File: src/rtl/tc_pkg.sv
// Shared types and constants for the token streamer and its FIFO.
package tc_pkg;

    typedef enum logic [1:0] {
        IDLE  = 2'd0,
        FETCH = 2'd1,
        DRAIN = 2'd2,
        DONE  = 2'd3
    } streamer_state_t;

    // A zero code marks the end of the encoder's output.
    localparam int TC_TERMINATOR = 0;

endpackage

File: src/rtl/token_fifo.sv
// Two-entry synchronous FIFO that holds fetched codes ahead of the output stream.
module token_fifo #(
    parameter int DATA_WIDTH = 8
) (
    input  logic                  clk,
    input  logic                  rst,
    input  logic                  push,
    input  logic [DATA_WIDTH-1:0] push_data,
    input  logic                  pop,
    output logic                  full,
    output logic                  empty,
    output logic [1:0]            occupancy,
    output logic [DATA_WIDTH-1:0] head
);

    logic [DATA_WIDTH-1:0] mem [2];
    logic                  rd_ptr;
    logic                  wr_ptr;
    logic [1:0]            occ;
    logic                  do_push;
    logic                  do_pop;

    assign full      = (occ == 2'd2);
    assign empty     = (occ == 2'd0);
    assign occupancy = occ;
    assign head      = mem[rd_ptr];

    // Pushing into a full FIFO is only allowed when the head leaves in the same cycle.
    assign do_push = push && (!full || pop);
    assign do_pop  = pop && !empty;

    always_ff @(posedge clk) begin
        if (rst) begin
            mem[0] <= '0;
            mem[1] <= '0;
            rd_ptr <= 1'b0;
            wr_ptr <= 1'b0;
            occ    <= 2'd0;
        end else begin
            if (do_push) begin
                mem[wr_ptr] <= push_data;
                wr_ptr      <= ~wr_ptr;
            end
            if (do_pop) begin
                rd_ptr <= ~rd_ptr;
            end
            case ({do_push, do_pop})
                2'b10:   occ <= occ + 2'd1;
                2'b01:   occ <= occ - 2'd1;
                default: occ <= occ;
            endcase
        end
    end

endmodule

File: src/rtl/token_streamer.sv
// Streams the encoder's non-zero output codes from SRAM as tokens.
// TOKEN_STREAMER_LAST_EN adds an m_last output marking the final token of a run.
module token_streamer
    import tc_pkg::*;
#(
    parameter int ADDR_WIDTH = 4,
    parameter int DATA_WIDTH = 8
) (
    input  logic                  clk,
    input  logic                  rst,
    input  logic                  start,
    output logic                  ram_cs,
    output logic [ADDR_WIDTH-1:0] ram_addr,
    input  logic [DATA_WIDTH-1:0] ram_dout,
    output logic                  m_valid,
    input  logic                  m_ready,
    output logic [DATA_WIDTH-1:0] m_data,
    output logic                  busy,
    output logic                  done,
    output logic [ADDR_WIDTH:0]   count,
`ifdef TOKEN_STREAMER_LAST_EN
    output logic                  m_last,
`endif
    output streamer_state_t       dbg_state
);

    localparam logic [ADDR_WIDTH-1:0] ADDR_LAST = '1;
    localparam logic [ADDR_WIDTH:0]   COUNT_MAX = {1'b1, {ADDR_WIDTH{1'b0}}};

    streamer_state_t       state;
    streamer_state_t       state_next;
    logic [ADDR_WIDTH-1:0] addr;
    logic                  exhausted;
    logic                  inflight;
    logic                  term;
    logic [ADDR_WIDTH:0]   cnt;

    logic                  fifo_push;
    logic                  fifo_pop;
    logic                  fifo_full;
    logic                  fifo_empty;
    logic [1:0]            fifo_occ;
    logic [DATA_WIDTH-1:0] fifo_head;

    logic                  launch;
    logic                  ret_zero;
    logic                  term_now;
    logic                  issue;
    logic [2:0]            pending;
    logic [2:0]            occ_after;

    // Stream handshake: a token transfers on any cycle with m_valid && m_ready;
    // m_valid never drops and m_data never changes until that transfer happens.
    assign fifo_pop = m_valid && m_ready;
    assign m_valid  = !fifo_empty;
    assign m_data   = fifo_head;

    assign launch    = start && ((state == IDLE) || (state == DONE));
    assign ret_zero  = inflight && (ram_dout == DATA_WIDTH'(TC_TERMINATOR));
    assign term_now  = term || ret_zero;
    assign fifo_push = inflight && !term && !ret_zero && (!fifo_full || fifo_pop);

    // Buffered plus in-flight codes after this cycle's pop; a new read must still fit.
    assign pending   = 3'(fifo_occ) + 3'(inflight) - 3'(fifo_pop);
    assign occ_after = 3'(fifo_occ) - 3'(fifo_pop) + 3'(fifo_push);

    // A zero arriving this cycle already blocks issue so no read is wasted past it.
    assign issue = (state == FETCH) && !term_now && !exhausted && (pending < 3'd2);

    assign ram_cs    = issue;
    assign ram_addr  = addr;
    assign busy      = (state == FETCH) || (state == DRAIN);
    assign done      = (state == DONE);
    assign count     = cnt;
    assign dbg_state = state;

`ifdef TOKEN_STREAMER_LAST_EN
    // The head is final when it is the only entry and no further code can arrive.
    assign m_last = m_valid && (fifo_occ == 2'd1) && (term_now || (exhausted && !inflight));
`endif

    token_fifo #(
        .DATA_WIDTH (DATA_WIDTH)
    ) u_fifo (
        .clk       (clk),
        .rst       (rst),
        .push      (fifo_push),
        .push_data (ram_dout),
        .pop       (fifo_pop),
        .full      (fifo_full),
        .empty     (fifo_empty),
        .occupancy (fifo_occ),
        .head      (fifo_head)
    );

    always_comb begin
        state_next = state;
        case (state)
            IDLE: begin
                if (start) state_next = FETCH;
            end
            FETCH: begin
                // Skipping DRAIN when the FIFO empties here keeps done one cycle after the last token.
                if (ret_zero || (inflight && exhausted)) begin
                    state_next = (occ_after == 3'd0) ? DONE : DRAIN;
                end
            end
            DRAIN: begin
                if (occ_after == 3'd0) state_next = DONE;
            end
            DONE: begin
                if (start) state_next = FETCH;
            end
            default: state_next = IDLE;
        endcase
    end

    always_ff @(posedge clk) begin
        if (rst) begin
            state     <= IDLE;
            addr      <= '0;
            exhausted <= 1'b0;
            inflight  <= 1'b0;
            term      <= 1'b0;
            cnt       <= '0;
        end else begin
            state    <= state_next;
            inflight <= issue;
            if (launch) begin
                addr      <= '0;
                exhausted <= 1'b0;
                term      <= 1'b0;
                cnt       <= '0;
            end else begin
                if (issue) begin
                    addr <= addr + 1'b1;
                    if (addr == ADDR_LAST) exhausted <= 1'b1;
                end
                if (ret_zero) term <= 1'b1;
                if (fifo_pop && (cnt != COUNT_MAX)) cnt <= cnt + 1'b1;
            end
        end
    end

endmodule

File: config.mk
export PLATFORM = sky130hd
export DESIGN_NAME = token_streamer
export DESIGN_NICKNAME = d
export VERILOG_FILES = /design/src/rtl/tc_pkg.sv /design/src/rtl/token_fifo.sv /design/src/rtl/token_streamer.sv
export SDC_FILE = /design/constraint.sdc
export NUM_CORES = 1
export LEC_CHECK = 0
export ABC_AREA = 1
export BUFFER_PORTS_ARGS = -buffer_cell sky130_fd_sc_hd__buf_2
export CORE_UTILIZATION = 55
export CTS_CLUSTER_DIAMETER = 50
export DETAILED_ROUTE_END_ITERATION = 8
export PLACE_DENSITY_LB_ADDON = 0.12
export SYNTH_ARGS = -nofsm -noshare
export SYNTH_HDL_FRONTEND = slang
export SYNTH_SLANG_ARGS = --single-unit
File: constraint.sdc
create_clock -name clk -period 7 [get_ports clk]
set_input_delay 1.05 -clock clk [delete_from_list [all_inputs] [get_ports clk]]
set_output_delay 1.05 -clock clk [all_outputs]
set_load 0.05 [all_outputs]
==> impl_metrics.ini <==
[cells_and_area]
fin_nets = 277
final_layout_size_suffix_gt1_share_pct = 27.6
syn2layout_area_growth_pct = 14.4
layout.cells.non_filler = 300
finalInstanceArea_um2 = 2190
n_antenna_cell = 0

[yosys]
asyncSetResetFlopFracSynth_pct = 0
synthTopCellsByArea = edfxtp_1, dfxtp_1, inv_1
netlist_top_cells_count = inv_1, nand2_1, nor2_1, dfxtp_1, edfxtp_1
synth_warnings = 0
synth_most_common_cell = inv_1
yosys.area.top_type = edfxtp_1
syn_nets = 238
postSynthCellCount = 214
yosysUniqueCellTypes = 32
number_of_enable_type_register_cells_in_the_synthesized_netlist = 16
main_flop_type_after_synthesis = dfxtp_1
ys_seq_elements = 35
seq_area_frac_synth_pct = 44.9
synth_top_area_share_pct = 25.0
synth_area_um2 = 1920
syn-mean-instance-area_um2 = 8.96

[sta]
skew_ps = 13.2
period_minus_slack_ps = 3980
grt_setup_unrepaired = false
hold_violations = 0
timing.final.max_slew_violations = 0
fin_crit_sh_pct = 56.8
max_freq_ghz = 0.251
fin_tns_setup_ps = 0
final.setup.worst_slack_ps = 3020
finalSetupViolations = 0
worstMarginPinSlew_ps = 360
slew_headroom_pct = 76.0
worst_hold_slack_ps = 465

[clock_tree]
ctsHoldBuffers = 0
cts_tree = done
clockRootBuffer = clkbuf_4
clk_pin_slew_ps = 100
ctsHtreeMaxLevel = 2
max-clock-path-buffers = 2
cts_made_buffers = 5
clock_latency_ps = 340
cts.sink_count = 35
cts_setup_buffers = 0
cts_resized = 0

[worst_setup_path]
crit_path_start_kind = primary input
cp_data_arrival_time_ps = 2930
slowest_delay_ps = 430
path_cells = buf_2 > nand2_2 > inv_4 > ha_1 > nor2_1 > fa_1 > nand3b_4 > nor2_8 > nand3_4 > inv_1 > buf_2
setup.worst_path.class = primary input to output pin
worstSetupPathDepth = 11
worst_setup_path_startpoint = m_ready
path_delay_family = adder cells
rr_worst_depth = 14
worst_path_max_delay_cell = fa_1
critical_path.reg2reg.startpoint = u_fifo.occupancy[1]$_SDFFE_PP0P_
critPathBufInv = 4
crit_path_end_kind = output pin
worst-endpoint-required_ps = 5950
cpMostUsedCell = buf_2
r2r_setup_slack_ps = 4600
critPathMaxFanout = 7

[floorplanning]
dieHeight_um = 61.1
core_area_um2 = 3340
die_area_um2 = 3730
floorplan.rows = 21
io_pins = 35
die-width_um = 61.1
floorplan.initialDensity_pct = 57.5

[route]
drc = 0
routed_wl_mm = 3.40
num_vias = 1494
antenna_violating_nets_post_route = 0
routed_wl_per_cell_um = 11.3
detailedRoute.firstPassIterationCount = 4
drt-initial-drc-count = 24
detail_route.vias_per_cell = 4.98

[grt]
global_route_wire_length_before_repair_mm = 5.33
grt.overflow.total = 0
track_usage_pct = 19.8
first_global_vias = 1285
grt_start_max_net_pins = 14
grt_antenna_before_repair = 0

[power]
ir_drop_mv = 0.351
p_per_area_nw_per_um2 = 367
leakagePower_uw = 0.00105

[placed_design]
post-dp-hpwl_mm = 2.66
place_ws_ps = 3010
placedInstanceArea_um2 = 2140
globalplace.congestion = 0.742
post-place-cells = 292
port_buffers = 34

[min_path]
worst_hold_path_type = flip-flop to flip-flop
worst_hold_path.num_cells = 1
hold_start = u_fifo.rd_ptr$_SDFFE_PP0P_

[run]
maxCapViolations = 0

[status]
status = complete, no violations
==> through the flow <==
step / util [%] / power, uW
2_1_floorplan: - / 626
3_3_place_gp: 64.0 / 697
3_5_place_dp: 64.0 / 704
4_1_cts: 65.8 / 813
5_1_grt: 65.8 / 861
6_report: 65.8 / 805
==> flip-flops by register name, indices dropped and copies added (netlist names), named ones only <==
| register | count |
|---|---|
| u_fifo.rd_ptr | 1 |
| u_fifo.occupancy | 2 |
| term | 1 |
| inflight | 1 |
| dbg_state | 2 |
| u_fifo.wr_ptr | 1 |
| u_fifo.mem | 16 |
| count | 5 |
| exhausted | 1 |
| ram_addr | 4 |
==> cell type report <==
cell class | instances | area [um^2]
clock buffer | 5 | 37.5
clock inverter | 3 | 20.0
fill | 306 | 1140
inverter | 39 | 150
multi-input combinational | 138 | 898
sequential | 35 | 861
tap | 46 | 57.6
timing repair buffer | 34 | 170
==> layer usage <==
metal	wire length, um	GRT usage [%]	vias up	part of all wire, %
met3	136	5.67	5	4.0
li1	-	-	777	-
met1	1510	23.1	684	44
met5	0	0	-	0
met2	1710	35.2	28	50
met4	40	5.84	0	1.2
==> placed cells by master, fill, tap and decap left out, drive strengths merged <==
| master | n |
|---|---|
| clkbuf | 5 |
| xor2 | 1 |
| nand3 | 11 |
| and3 | 2 |
| o21ai | 8 |
| nor3 | 8 |
| mux2 | 8 |
| nor2 | 28 |
| fa | 2 |
| xnor2 | 1 |
| a21oi | 16 |
| inv | 38 |
| edfxtp | 16 |
| buf | 34 |
| ha | 10 |
| nand2 | 34 |
| dfxtp | 19 |
| clkinv | 2 |
| clkinvlp | 2 |
| a21boi | 1 |
| nand4 | 6 |
| nand3b | 2 |
==> path summary, 6_finish.rpt <==
path                                     end
hold reg to reg   u_fifo.rd_ptr$_SDFFE_PP0P_
setup reg to reg   dbg_state[0]$_SDFFE_PP0P_
setup / recovery                      ram_cs
hold / removal    u_fifo.rd_ptr$_SDFFE_PP0P_
==> report_power, final <==
group	switching (uW)	total [uW]	internal, uW	leakage, uW
registers	29.6	280	251	0.000321
clock network	70.2	109	38.4	0.0000272
logic	292	417	124	0.000703
==> worst reg2reg max path: cells and delay by family, from the launching register on <==
family                   cells  cell delay, ps
AO/OA/AOI/OAI                1             210
adder cells (fa/ha/maj)      3             880
buffers and inverters        3             250
flip-flops                   1             360
AND/OR/NAND/NOR              7             610
==> logic make-up after synthesis <==
logic type / count (synthesis) / share of synthesized area, %
buffers and inverters: 41 / 8.28
AND/OR/NAND/NOR: 91 / 25.8
multiplexers: 8 / 4.70
AO/OA/AOI/OAI: 25 / 6.85
flip-flops: 35 / 44.9
XOR/XNOR: 2 / 0.913
adder cells (fa/ha/maj): 12 / 8.61
Power figures use the tool's default switching activity.
